==> src/rtl/spi_pkg.sv <==
// Shared definitions for the M25P16 SPI master and the flash read/write controllers that feed it.
package spi_pkg;

    localparam int SCK_DIV_DEFAULT = 4;
    localparam int CS_HOLD_DEFAULT = 4;

    localparam logic [7:0] CMD_RDID = 8'h9F;
    localparam logic [7:0] CMD_READ = 8'h03;

    localparam logic [6:0] ST_IDLE  = 7'b000_0001;
    localparam logic [6:0] ST_SETUP = 7'b000_0010;
    localparam logic [6:0] ST_LOAD  = 7'b000_0100;
    localparam logic [6:0] ST_SHIFT = 7'b000_1000;
    localparam logic [6:0] ST_DONE  = 7'b001_0000;
    localparam logic [6:0] ST_GAP   = 7'b010_0000;
    localparam logic [6:0] ST_CSH   = 7'b100_0000;

    typedef enum logic [6:0] {
        IDLE  = ST_IDLE,
        SETUP = ST_SETUP,
        LOAD  = ST_LOAD,
        SHIFT = ST_SHIFT,
        DONE  = ST_DONE,
        GAP   = ST_GAP,
        CSH   = ST_CSH
    } spi_state_e;

    // Width of a counter that must hold values 0..max_val (never narrower than one bit).
    function automatic int cnt_width(input int max_val);
        int w;
        if (max_val < 1) begin
            w = 1;
        end else begin
            w = $clog2(max_val + 1);
        end
        return w;
    endfunction

endpackage

==> src/rtl/spi_master_if.sv <==
// Byte-level request/response bus between a flash controller (master) and the SPI engine (slave).
interface spi_master_if;

    logic       trans_req;
    logic [7:0] tx_din;
    logic [7:0] rx_dout;
    logic       trans_done;

    modport master (
        output trans_req,
        output tx_din,
        input  rx_dout,
        input  trans_done
    );

    modport slave (
        input  trans_req,
        input  tx_din,
        output rx_dout,
        output trans_done
    );

endinterface

==> src/rtl/spi_sck_gen.sv <==
// SCK timing for one byte: divider phase strobes plus a bit counter flagging the final falling edge.
module spi_sck_gen
    import spi_pkg::*;
#(
    parameter int SCK_DIV = SCK_DIV_DEFAULT
) (
    input  logic clk,
    input  logic rst,
    input  logic en,
    input  logic clr,
    output logic sck_rise,
    output logic sck_fall,
    output logic last_fall
);

    localparam int DW = cnt_width(SCK_DIV - 1);
    localparam logic [DW-1:0] HALF_LAST = DW'(SCK_DIV / 2 - 1);
    localparam logic [DW-1:0] FULL_LAST = DW'(SCK_DIV - 1);

    logic [DW-1:0] div_cnt_r;
    logic [2:0]    bit_cnt_r;

    // Phase within the current SCK period; parked at zero outside the shift window.
    always_ff @(posedge clk or posedge rst) begin
        if (rst) begin
            div_cnt_r <= {DW{1'b0}};
        end else if (!en || (div_cnt_r == FULL_LAST)) begin
            div_cnt_r <= {DW{1'b0}};
        end else begin
            div_cnt_r <= div_cnt_r + DW'(1'b1);
        end
    end

    // Completed bit periods of the current byte.
    always_ff @(posedge clk or posedge rst) begin
        if (rst) begin
            bit_cnt_r <= 3'd0;
        end else if (clr) begin
            bit_cnt_r <= 3'd0;
        end else if (sck_fall) begin
            bit_cnt_r <= bit_cnt_r + 3'd1;
        end else begin
            bit_cnt_r <= bit_cnt_r;
        end
    end

    assign sck_rise  = en && (div_cnt_r == HALF_LAST);
    assign sck_fall  = en && (div_cnt_r == FULL_LAST);
    assign last_fall = sck_fall && (bit_cnt_r == 3'd7);

endmodule

==> src/rtl/spi_master.sv <==
// SPI mode-0 byte engine for the M25P16: CS framing driven by trans_req, MSB-first shifting,
// one trans_done pulse per byte.
module spi_master
    import spi_pkg::*;
#(
    parameter int SCK_DIV = SCK_DIV_DEFAULT,
    parameter int CS_HOLD = CS_HOLD_DEFAULT
) (
    input  logic         clk,
    input  logic         rst,
    spi_master_if.slave  bus,
    output logic         spi_sclk,
    output logic         spi_cs_n,
    output logic         spi_mosi,
    input  logic         spi_miso
);

    localparam int HALF = SCK_DIV / 2;
    localparam int CW   = cnt_width((HALF > CS_HOLD) ? HALF : CS_HOLD);
    localparam logic [CW-1:0] SETUP_LAST = CW'(HALF - 1);
    localparam logic [CW-1:0] CSH_LAST   = CW'(CS_HOLD - 1);

    spi_state_e    state_r;
    spi_state_e    state_s;
    logic [CW-1:0] phase_cnt_r;

    logic [6:0] tx_sr_r;
    logic [6:0] tx_sr_s;
    logic [7:0] rx_sr_r;
    logic [7:0] rx_sr_s;
    logic       sclk_r;
    logic       sclk_s;
    logic       cs_n_r;
    logic       cs_n_s;
    logic       mosi_r;
    logic       mosi_s;
    logic       done_r;
    logic [7:0] rx_dout_r;

    logic sck_rise_s;
    logic sck_fall_s;
    logic last_fall_s;

    spi_sck_gen #(
        .SCK_DIV (SCK_DIV)
    ) u_sck_gen (
        .clk       (clk),
        .rst       (rst),
        .en        (state_r == SHIFT),
        .clr       (state_r == LOAD),
        .sck_rise  (sck_rise_s),
        .sck_fall  (sck_fall_s),
        .last_fall (last_fall_s)
    );

    // Next-state logic; CSH ignores trans_req so the flash always sees the full deselect time.
    always_comb begin
        state_s = state_r;
        case (state_r)
            IDLE: begin
                if (bus.trans_req) begin
                    state_s = SETUP;
                end else begin
                    state_s = IDLE;
                end
            end
            SETUP: begin
                if (phase_cnt_r == SETUP_LAST) begin
                    state_s = LOAD;
                end else begin
                    state_s = SETUP;
                end
            end
            LOAD: begin
                state_s = SHIFT;
            end
            SHIFT: begin
                if (last_fall_s) begin
                    state_s = DONE;
                end else begin
                    state_s = SHIFT;
                end
            end
            DONE: begin
                state_s = GAP;
            end
            GAP: begin
                if (bus.trans_req) begin
                    state_s = LOAD;
                end else begin
                    state_s = CSH;
                end
            end
            CSH: begin
                if (phase_cnt_r == CSH_LAST) begin
                    state_s = IDLE;
                end else begin
                    state_s = CSH;
                end
            end
            default: begin
                state_s = IDLE;
            end
        endcase
    end

    // Next values of the SPI pins and shift registers, registered below so no input reaches a pin directly.
    always_comb begin
        cs_n_s  = cs_n_r;
        sclk_s  = sclk_r;
        mosi_s  = mosi_r;
        tx_sr_s = tx_sr_r;
        rx_sr_s = rx_sr_r;
        case (state_s)
            IDLE, CSH: begin
                cs_n_s = 1'b1;
                sclk_s = 1'b0;
                mosi_s = 1'b0;
            end
            default: begin
                cs_n_s = 1'b0;
            end
        endcase
        if (state_r == LOAD) begin
            tx_sr_s = bus.tx_din[6:0];
            mosi_s  = bus.tx_din[7];
        end else if (sck_rise_s) begin
            sclk_s  = 1'b1;
            rx_sr_s = {rx_sr_r[6:0], spi_miso};
        end else if (sck_fall_s) begin
            sclk_s = 1'b0;
            // MOSI holds the last bit through DONE/GAP so the line is quiet between bytes.
            if (!last_fall_s) begin
                mosi_s  = tx_sr_r[6];
                tx_sr_s = {tx_sr_r[5:0], 1'b0};
            end else begin
                mosi_s  = mosi_r;
                tx_sr_s = tx_sr_r;
            end
        end else begin
            sclk_s = sclk_s;
        end
    end

    // State register and the cycle counter that times SETUP and CSH.
    always_ff @(posedge clk or posedge rst) begin
        if (rst) begin
            state_r     <= IDLE;
            phase_cnt_r <= {CW{1'b0}};
        end else begin
            state_r <= state_s;
            if (state_s != state_r) begin
                phase_cnt_r <= {CW{1'b0}};
            end else if ((state_r == SETUP) || (state_r == CSH)) begin
                phase_cnt_r <= phase_cnt_r + CW'(1'b1);
            end else begin
                phase_cnt_r <= phase_cnt_r;
            end
        end
    end

    // Output and shift-register flops; rx_dout and trans_done update on the same edge.
    always_ff @(posedge clk or posedge rst) begin
        if (rst) begin
            cs_n_r    <= 1'b1;
            sclk_r    <= 1'b0;
            mosi_r    <= 1'b0;
            tx_sr_r   <= 7'd0;
            rx_sr_r   <= 8'd0;
            done_r    <= 1'b0;
            rx_dout_r <= 8'd0;
        end else begin
            cs_n_r  <= cs_n_s;
            sclk_r  <= sclk_s;
            mosi_r  <= mosi_s;
            tx_sr_r <= tx_sr_s;
            rx_sr_r <= rx_sr_s;
            done_r  <= (state_s == DONE);
            if (state_s == DONE) begin
                rx_dout_r <= rx_sr_r;
            end else begin
                rx_dout_r <= rx_dout_r;
            end
        end
    end

    assign spi_cs_n       = cs_n_r;
    assign spi_sclk       = sclk_r;
    assign spi_mosi       = mosi_r;
    assign bus.trans_done = done_r;
    assign bus.rx_dout    = rx_dout_r;

endmodule
==> src/flat_wrapper.sv <==
// flat-port wrapper written by rule: the top's interface ports become plain ports
module spi_master_flat import spi_pkg::*;
#(
    parameter int SCK_DIV = SCK_DIV_DEFAULT,
    parameter int CS_HOLD = CS_HOLD_DEFAULT
)
  (clk, rst, spi_sclk, spi_cs_n, spi_mosi, spi_miso, bus_trans_req, bus_tx_din, bus_rx_dout, bus_trans_done);
  spi_master_if bus_i ();
  input  logic clk;
  input  logic rst;
  output logic spi_sclk;
  output logic spi_cs_n;
  output logic spi_mosi;
  input  logic spi_miso;
  input wire logic [$bits(bus_i.trans_req)-1:0] bus_trans_req;
  input wire logic [$bits(bus_i.tx_din)-1:0] bus_tx_din;
  output wire logic [$bits(bus_i.rx_dout)-1:0] bus_rx_dout;
  output wire logic [$bits(bus_i.trans_done)-1:0] bus_trans_done;
  assign bus_i.trans_req = bus_trans_req;
  assign bus_i.tx_din = bus_tx_din;
  assign bus_rx_dout = bus_i.rx_dout;
  assign bus_trans_done = bus_i.trans_done;
  spi_master #(.SCK_DIV(SCK_DIV), .CS_HOLD(CS_HOLD)) u_core (.clk(clk), .rst(rst), .bus(bus_i), .spi_sclk(spi_sclk), .spi_cs_n(spi_cs_n), .spi_mosi(spi_mosi), .spi_miso(spi_miso));
endmodule
==> config.mk <==
export PLATFORM = sky130hd
export DESIGN_NAME = spi_master_flat
export DESIGN_NICKNAME = d
export VERILOG_FILES = /design/src/rtl/spi_pkg.sv /design/src/rtl/spi_master_if.sv /design/src/rtl/spi_sck_gen.sv /design/src/rtl/spi_master.sv /design/src/flat_wrapper.sv
export SDC_FILE = /design/constraint.sdc
export NUM_CORES = 1
export LEC_CHECK = 0
export BUFFER_PORTS_ARGS = -buffer_cell sky130_fd_sc_hd__buf_2
export CORE_MARGIN = 5
export CORE_UTILIZATION = 25
export CTS_BUF_LIST = sky130_fd_sc_hd__clkbuf_8 sky130_fd_sc_hd__clkbuf_16
export DETAILED_ROUTE_END_ITERATION = 12
export GPL_TIMING_DRIVEN = 0
export SETUP_SLACK_MARGIN = 0.2
export SYNTH_ARGS = -nofsm -noshare
export SYNTH_HDL_FRONTEND = slang
export SYNTH_HIERARCHICAL = 1
export SYNTH_SLANG_ARGS = --single-unit
==> constraint.sdc <==
create_clock -name clk -period 2.23 [get_ports clk]
set_input_delay 0.1115 -clock clk [delete_from_list [all_inputs] [get_ports clk]]
set_output_delay 0.1115 -clock clk [all_outputs]
set_load 0.005 [all_outputs]
After elaboration in Yosys (flattened, before gate mapping). Cells that the tools add are included. W data, S select, Z words.

Muxes and demuxes: 25. Shift-type cells: 0. Divide/modulo/power cells: 0. Multipliers: 0. $add $sub $neg: 3. Order comparisons: 0. Reductions and logical operators: 11. Equal/unequal tests: 19. Bitwise gates (word level): 1.

Operators by type and width (count): $pmux W7 S7 (1); $mux W7 (6); $mux W3 (5); $eq A7 B1 Y1 const B (2); $eq A7 B5 Y1 const B (2); $eq A7 B7 Y1 const B (2); $mux W1 (10); $eq A7 B2 Y1 const B (1); $eq A7 B3 Y1 const B (1); $eq A7 B4 Y1 const B (1); $eq A7 B6 Y1 const B (1); $ne A7 B7 Y1 (1); $add A3 B1 Y3 const B (2); $mux W5 (1); $mux W2 (2); $ne A2 B2 Y1 const B (2); $ne A4 B3 Y1 const B (1); $reduce_bool A2 Y1 (2); $eq A3 B1 Y1 const B (1); $eq A3 B2 Y1 const B (1); $eq A3 B3 Y1 const B (1); $logic_and A1 B1 Y1 (3); $reduce_and A3 Y1 (1); $add A2 B1 Y2 const B (1); other kinds (7) (8).

Output and inout port bits: 12. Flip-flop bits (word level): 42. Memory bits (writable): 0. Memory bits (read-only): 0. Bits in latches: 0. Memories kept: 0. Logic and storage cells: 70. Bits of input ports: 12.

Depth between registers and ports, before layout.
Depth after elaboration: 11. Gate-level depth with buffers: 8. Depth with buffers taken out: 7.

Hierarchy. Netlist, hierarchy kept.

Modules (own cells, without submodules): spi_master (area an instance 1850.5 um^2, times used 1, seq. area each 928.4 um^2, cells an instance 159); spi_sck_gen (area an instance 284.0 um^2, times used 1, seq. area each 125.1 um^2, cells an instance 26).

Least setup slack after synthesis. Ideal clock, no wire load.

Path type: register -> register. Start point: register u_core.state_r[4]. End point: register u_core.tx_sr_r[1]. Period minus slack after synthesis: 2.388 ns. Setup slack: -0.158 ns. Arrival: 2.252 ns. Setup time: 0.136 ns. Path buffers: 1. Stages on the path, launching flop included: 9. Required time: 2.094 ns. Cell sequence: dfrtp_1 buf_4 or3_4 nor4_4 and2_4 nand2b_1 nor2_1 mux2i_1 a21oi_1.

Longest elaborated chain between the ends: 5. Elaborated cells on any way between the ends: 10. Those cells by class: 4 x eq/ne; 1 x mux; 5 x reduce/logical.

RTL lines: from (decl) (RTL line spi_master.sv:23) `spi_state_e state_r;`; from (signal assigned) (RTL line spi_master.sv:151) `state_r <= state_s;`; $eq A7 B4 Y1 * (RTL line spi_master.sv:49) `.en (state_r == SHIFT),`; $logic_and A1 B1 Y1 * (RTL line spi_sck_gen.sv:48) `assign sck_fall = en && (div_cnt_r == FULL_LAST);`; via u_core.sck_fall_s (RTL line spi_master.sv:41) `logic sck_fall_s;`; $logic_and A1 B1 Y1 (RTL line spi_sck_gen.sv:49) `assign last_fall = sck_fall && (bit_cnt_r == 3'd7);`; $ne A2 B2 Y1 (no source line); $reduce_and A3 Y1 (no source line) *; to (signal assigned) (RTL line spi_master.sv:176) `tx_sr_r <= tx_sr_s;`; to (decl) (RTL line spi_master.sv:27) `logic [6:0] tx_sr_r;`.

Mark *: on every way through the listed nets, which the timed path passes. The rest lies on a longest branch. A chain may end at the register's enable or synchronous reset.

Worst setup path in the final report.
Start point: register u_core.state_r[0]. End point: register u_core.phase_cnt_r[2].

Longest elaborated chain between the ends: 7. Elaborated cells on any way between the ends: 15. Those cells by class: 8 x eq/ne; 3 x mux; 4 x reduce/logical.

RTL lines: $eq A7 B4 Y1 * (RTL line spi_master.sv:49); $logic_and A1 B1 Y1 * (RTL line spi_sck_gen.sv:48); $logic_and A1 B1 Y1 * (RTL line spi_sck_gen.sv:49); via u_core.last_fall_s (RTL line spi_master.sv:42) `logic last_fall_s;`; $mux W5 * (RTL line spi_master.sv:78) `if (last_fall_s) begin`; $pmux W7 S7 * (RTL line spi_master.sv:59) `case (state_r)`; $ne A7 B7 Y1 * (RTL line spi_master.sv:152) `if (state_s != state_r) begin`; $mux W3 / $reduce_bool A2 Y1 (equally long branches); to (signal assigned) (RTL line spi_master.sv:153) `phase_cnt_r <= {CW{1'b0}};`; to (signal assigned) (RTL line spi_master.sv:155) `phase_cnt_r <= phase_cnt_r + CW'(1'b1);`; to (signal assigned) (RTL line spi_master.sv:157) `phase_cnt_r <= phase_cnt_r;`; to (decl) (RTL line spi_master.sv:25) `logic [CW-1:0] phase_cnt_r;`.

Marked as above.

==> flow_summary.json <==
{
  "grt_pass1_vias": 1699,
  "hold_path_class": "input pin to register",
  "crit_path_end_kind": "register",
  "gp_congestion": 0.769,
  "ant_nets": 0,
  "finalPower_w": 0.00218,
  "grt_max_degree": 38,
  "critPathLaunch": "u_core/state_r[0]",
  "synth_most_common_cell": "dfrtp_1",
  "cp.arrival_ns": 2.36,
  "p_switching_w": 0.000671,
  "wl_per_cell_um": 13.7,
  "seq_power_share_pct": 44.3,
  "synth_edf_count": 0,
  "cts_max_path_buffers": 2,
  "layout_setup_ws_ns": 0.0474,
  "layout-drive-gt1-share_pct": 44.0,
  "path_clk_slew_ns": 0.08,
  "fin_nets": 250,
  "fillCellCount": 830,
  "die_h_um": 102,
  "fp.dieArea_mm2": 0.0105,
  "drtIter0Drc": 76,
  "fin_crit_ns": 2.18,
  "setup_viol": 0,
  "yosys_warnings": 6,
  "core_mm2": 0.00826,
  "internal_power_w": 0.00151,
  "seq_area_mm2": 0.00105,
  "max_clock_freq_mhz": 458,
  "yosys-top-cells-area": "dfrtp_1 (47%), mux2_2 (7.4%), ha_1 (4.1%), mux2i_1 (3.3%), nor2_1 (2.8%)",
  "routed_via_density": 4.60,
  "clkPwrFrac_pct": 27.1,
  "post-place-ws_ns": -0.313,
  "dpl.cell_count": 313,
  "multi_input_area_mm2": 0.00111,
  "die_w_um": 102,
  "overflow": 0,
  "rows": 33,
  "cts-htree-levels": 2,
  "cp-endpoint": "u_core/phase_cnt_r[2]",
  "async_flop_share_pct": 100,
  "relSlewSlack_pct": 48.1,
  "dr.pass1.iters": 4,
  "grt_pass1_wl_um": 8070,
  "period_share_pct": 97.9,
  "yosysSeqAreaShare_pct": 49.4,
  "pin_count": 24,
  "synth_common_cells": "dfrtp_1 (40), nor2_1 (16), mux2_2 (14)",
  "startpoint_type": "register",
  "cts_tree": "yes",
  "vias": 1549,
  "syn_avg_cell_area_um2": 11.5,
  "port_buffers": 23,
  "worst_pin_slew_ns": 0.777,
  "path_max_fanout": 5,
  "synth_area_mm2": 0.00213,
  "synth_top_cell_by_area": "dfrtp_1",
  "rsz0062_at_grt": "yes",
  "cts.sinks": 42,
  "timing.setup.critical_path_class": "register to register",
  "start_util_pct": 25.8,
  "grt_usage_pct": 9.56,
  "drc": 0,
  "clkLatencyLatePin_ns": 0.29,
  "maxCapViolCount": 0,
  "finalHoldViolCount": 0,
  "maxSlewViolCount": 0,
  "synth_nets": 204,
  "diodes": 0,
  "area_delta_synth_final_pct": 30.2,
  "reg2reg_to": "u_core/phase_cnt_r[2]",
  "p_per_area_mw_per_mm2": 786,
  "syn_inst": 185,
  "status": "completed",
  "pwr-share-comb_pct": 28.6,
  "stdcell_count": 337,
  "synth_seq_cells": 42,
  "worstPathRequired_ns": 2.41,
  "root_buffer": "clkbuf_8",
  "ir_worst_vdd_uv": 407,
  "ys_dominant_reg_cell": "dfrtp_1",
  "ff2ff_setup_slack_ns": 0.05,
  "worstReg2RegStart": "u_core/state_r[0]",
  "hpwl_um": 3030,
  "skew_ns": 0.00899,
  "numCtsBuffers": 5,
  "postRouteWirelength_um": 4630,
  "ys_types": 52,
  "leakagePower_nw": 1.33,
  "switching_share_pct": 30.7,
  "r2r_cells": 9,
  "synth_top_area_share_pct": 46.9,
  "antenna_found_initial": 0
}
## how the worst min path moves through the flow
stage,endpoint,depth (start not counted),slack (ns),from
after floorplan,u_core/u_sck_gen/bit_cnt_r[0],1,-0.11,rst
final,u_core/rx_sr_r[0],2,0.05,spi_miso
after detailed placement,u_core/u_sck_gen/div_cnt_r[0],2,0.05,rst
after global placement,u_core/u_sck_gen/div_cnt_r[0],2,0.04,rst
after CTS,u_core/rx_sr_r[0],2,0.04,spi_miso
after global routing,u_core/rx_sr_r[0],2,0.05,spi_miso
## power by group through the flow
stage / clock (W) / combinational (W) / sequential [W]
after floorplan: 0 / 0.000463 / 0.000959
after global routing: 0.000643 / 0.000701 / 0.000980
after detailed placement: 0 / 0.000575 / 0.000979
final: 0.000593 / 0.000624 / 0.000968
after CTS: 0.000609 / 0.000595 / 0.000965
after global placement: 0 / 0.000563 / 0.000976
## critical path, cell delays in order, from the launching register on
cell and delay, ns:
dfstp_2 0.55, buf_6 0.12, nor4_4 0.05, buf_6 0.12
and3_4 0.16, buf_4 0.13, or3_4 0.32, o22ai_2 0.11
o221ai_2 0.16, a2111oi_2 0.35
## repair_timing
item,in CTS,in global routing
gates resized for setup,32,10
endpoints found under the hold margin,5,0
pin swaps,14,11
endpoints found under the setup margin,32,30
setup buffers,13,2
hold buffers,1,0
## cells by family (layout without fill, tap and decap cells)
family / after synthesis / in the layout / synth area share [%]
simple gates: 58 / 58 / 17.5
flops: 42 / 42 / 49.4
compound gates: 30 / 30 / 10.3
mux: 25 / 25 / 13.0
buf+inv: 19 / 66 / 4.22
fa+ha+maj: 7 / 7 / 4.10
xor+xnor: 4 / 4 / 1.64
## cell usage in the layout (no fill, tap or decap), types with 3 or more instances in the layout
master	n
a21oi_1	9
buf_2	26
buf_4	10
buf_6	9
clkbuf_8	5
dfrtp_1	39
ha_1	7
inv_1	10
mux2_2	8
mux2_4	10
mux2i_1	7
nand2_1	3
nand3_1	4
nand3b_1	3
nor2_1	15
nor3_1	3
o211ai_1	3
o21ai_0	4
or3_4	3
## layer usage
layer | track usage [%] | share of wire (%)
met3 | 3.07 | 4.7
met2 | 15.9 | 48
met1 | 12.0 | 45
met5 | 0 | 0
met4 | 2.42 | 1.7
## metrics by stage
| stage | utilization (%) | area (µm²) | hold WS [ns] | setup TNS [ns] |
|---|---|---|---|---|
| after floorplan | - | 2150 | -0.110 | -0.0937 |
| after global placement | 29.1 | 2400 | 0.0357 | -4.85 |
| after detailed placement | 29.1 | 2400 | 0.0497 | -4.96 |
| after CTS | 33.1 | 2730 | 0.0448 | -0.0327 |
| after global routing | 33.7 | 2780 | 0.0485 | -0.0199 |
| final | 33.7 | 2780 | 0.0526 | 0 |
## cell type report
type | instances | share of cell area [%]
plain buffers | 9 | 2.48
clock buffers | 5 | 2.48
clock inverters | 3 | 1.49
inverters | 10 | 1.35
multi-input cells | 124 | 39.9
flip-flops and latches | 42 | 38.0
well taps | 105 | 4.73
repair buffers | 39 | 9.64
## sequential cells by signal, summed over array words and instances (netlist names)
name                        count
u_core/bus.rx_dout              8
u_core/spi_mosi                 1
u_core/u_sck_gen/div_cnt_r      2
u_core/rx_sr_r                  8
u_core/u_sck_gen/bit_cnt_r      3
u_core/phase_cnt_r              3
u_core/tx_sr_r                  7
u_core/state_r                  7
u_core/bus.trans_done           1
u_core/spi_sclk                 1
u_core/spi_cs_n                 1
(Power assumes the default switching activity.)
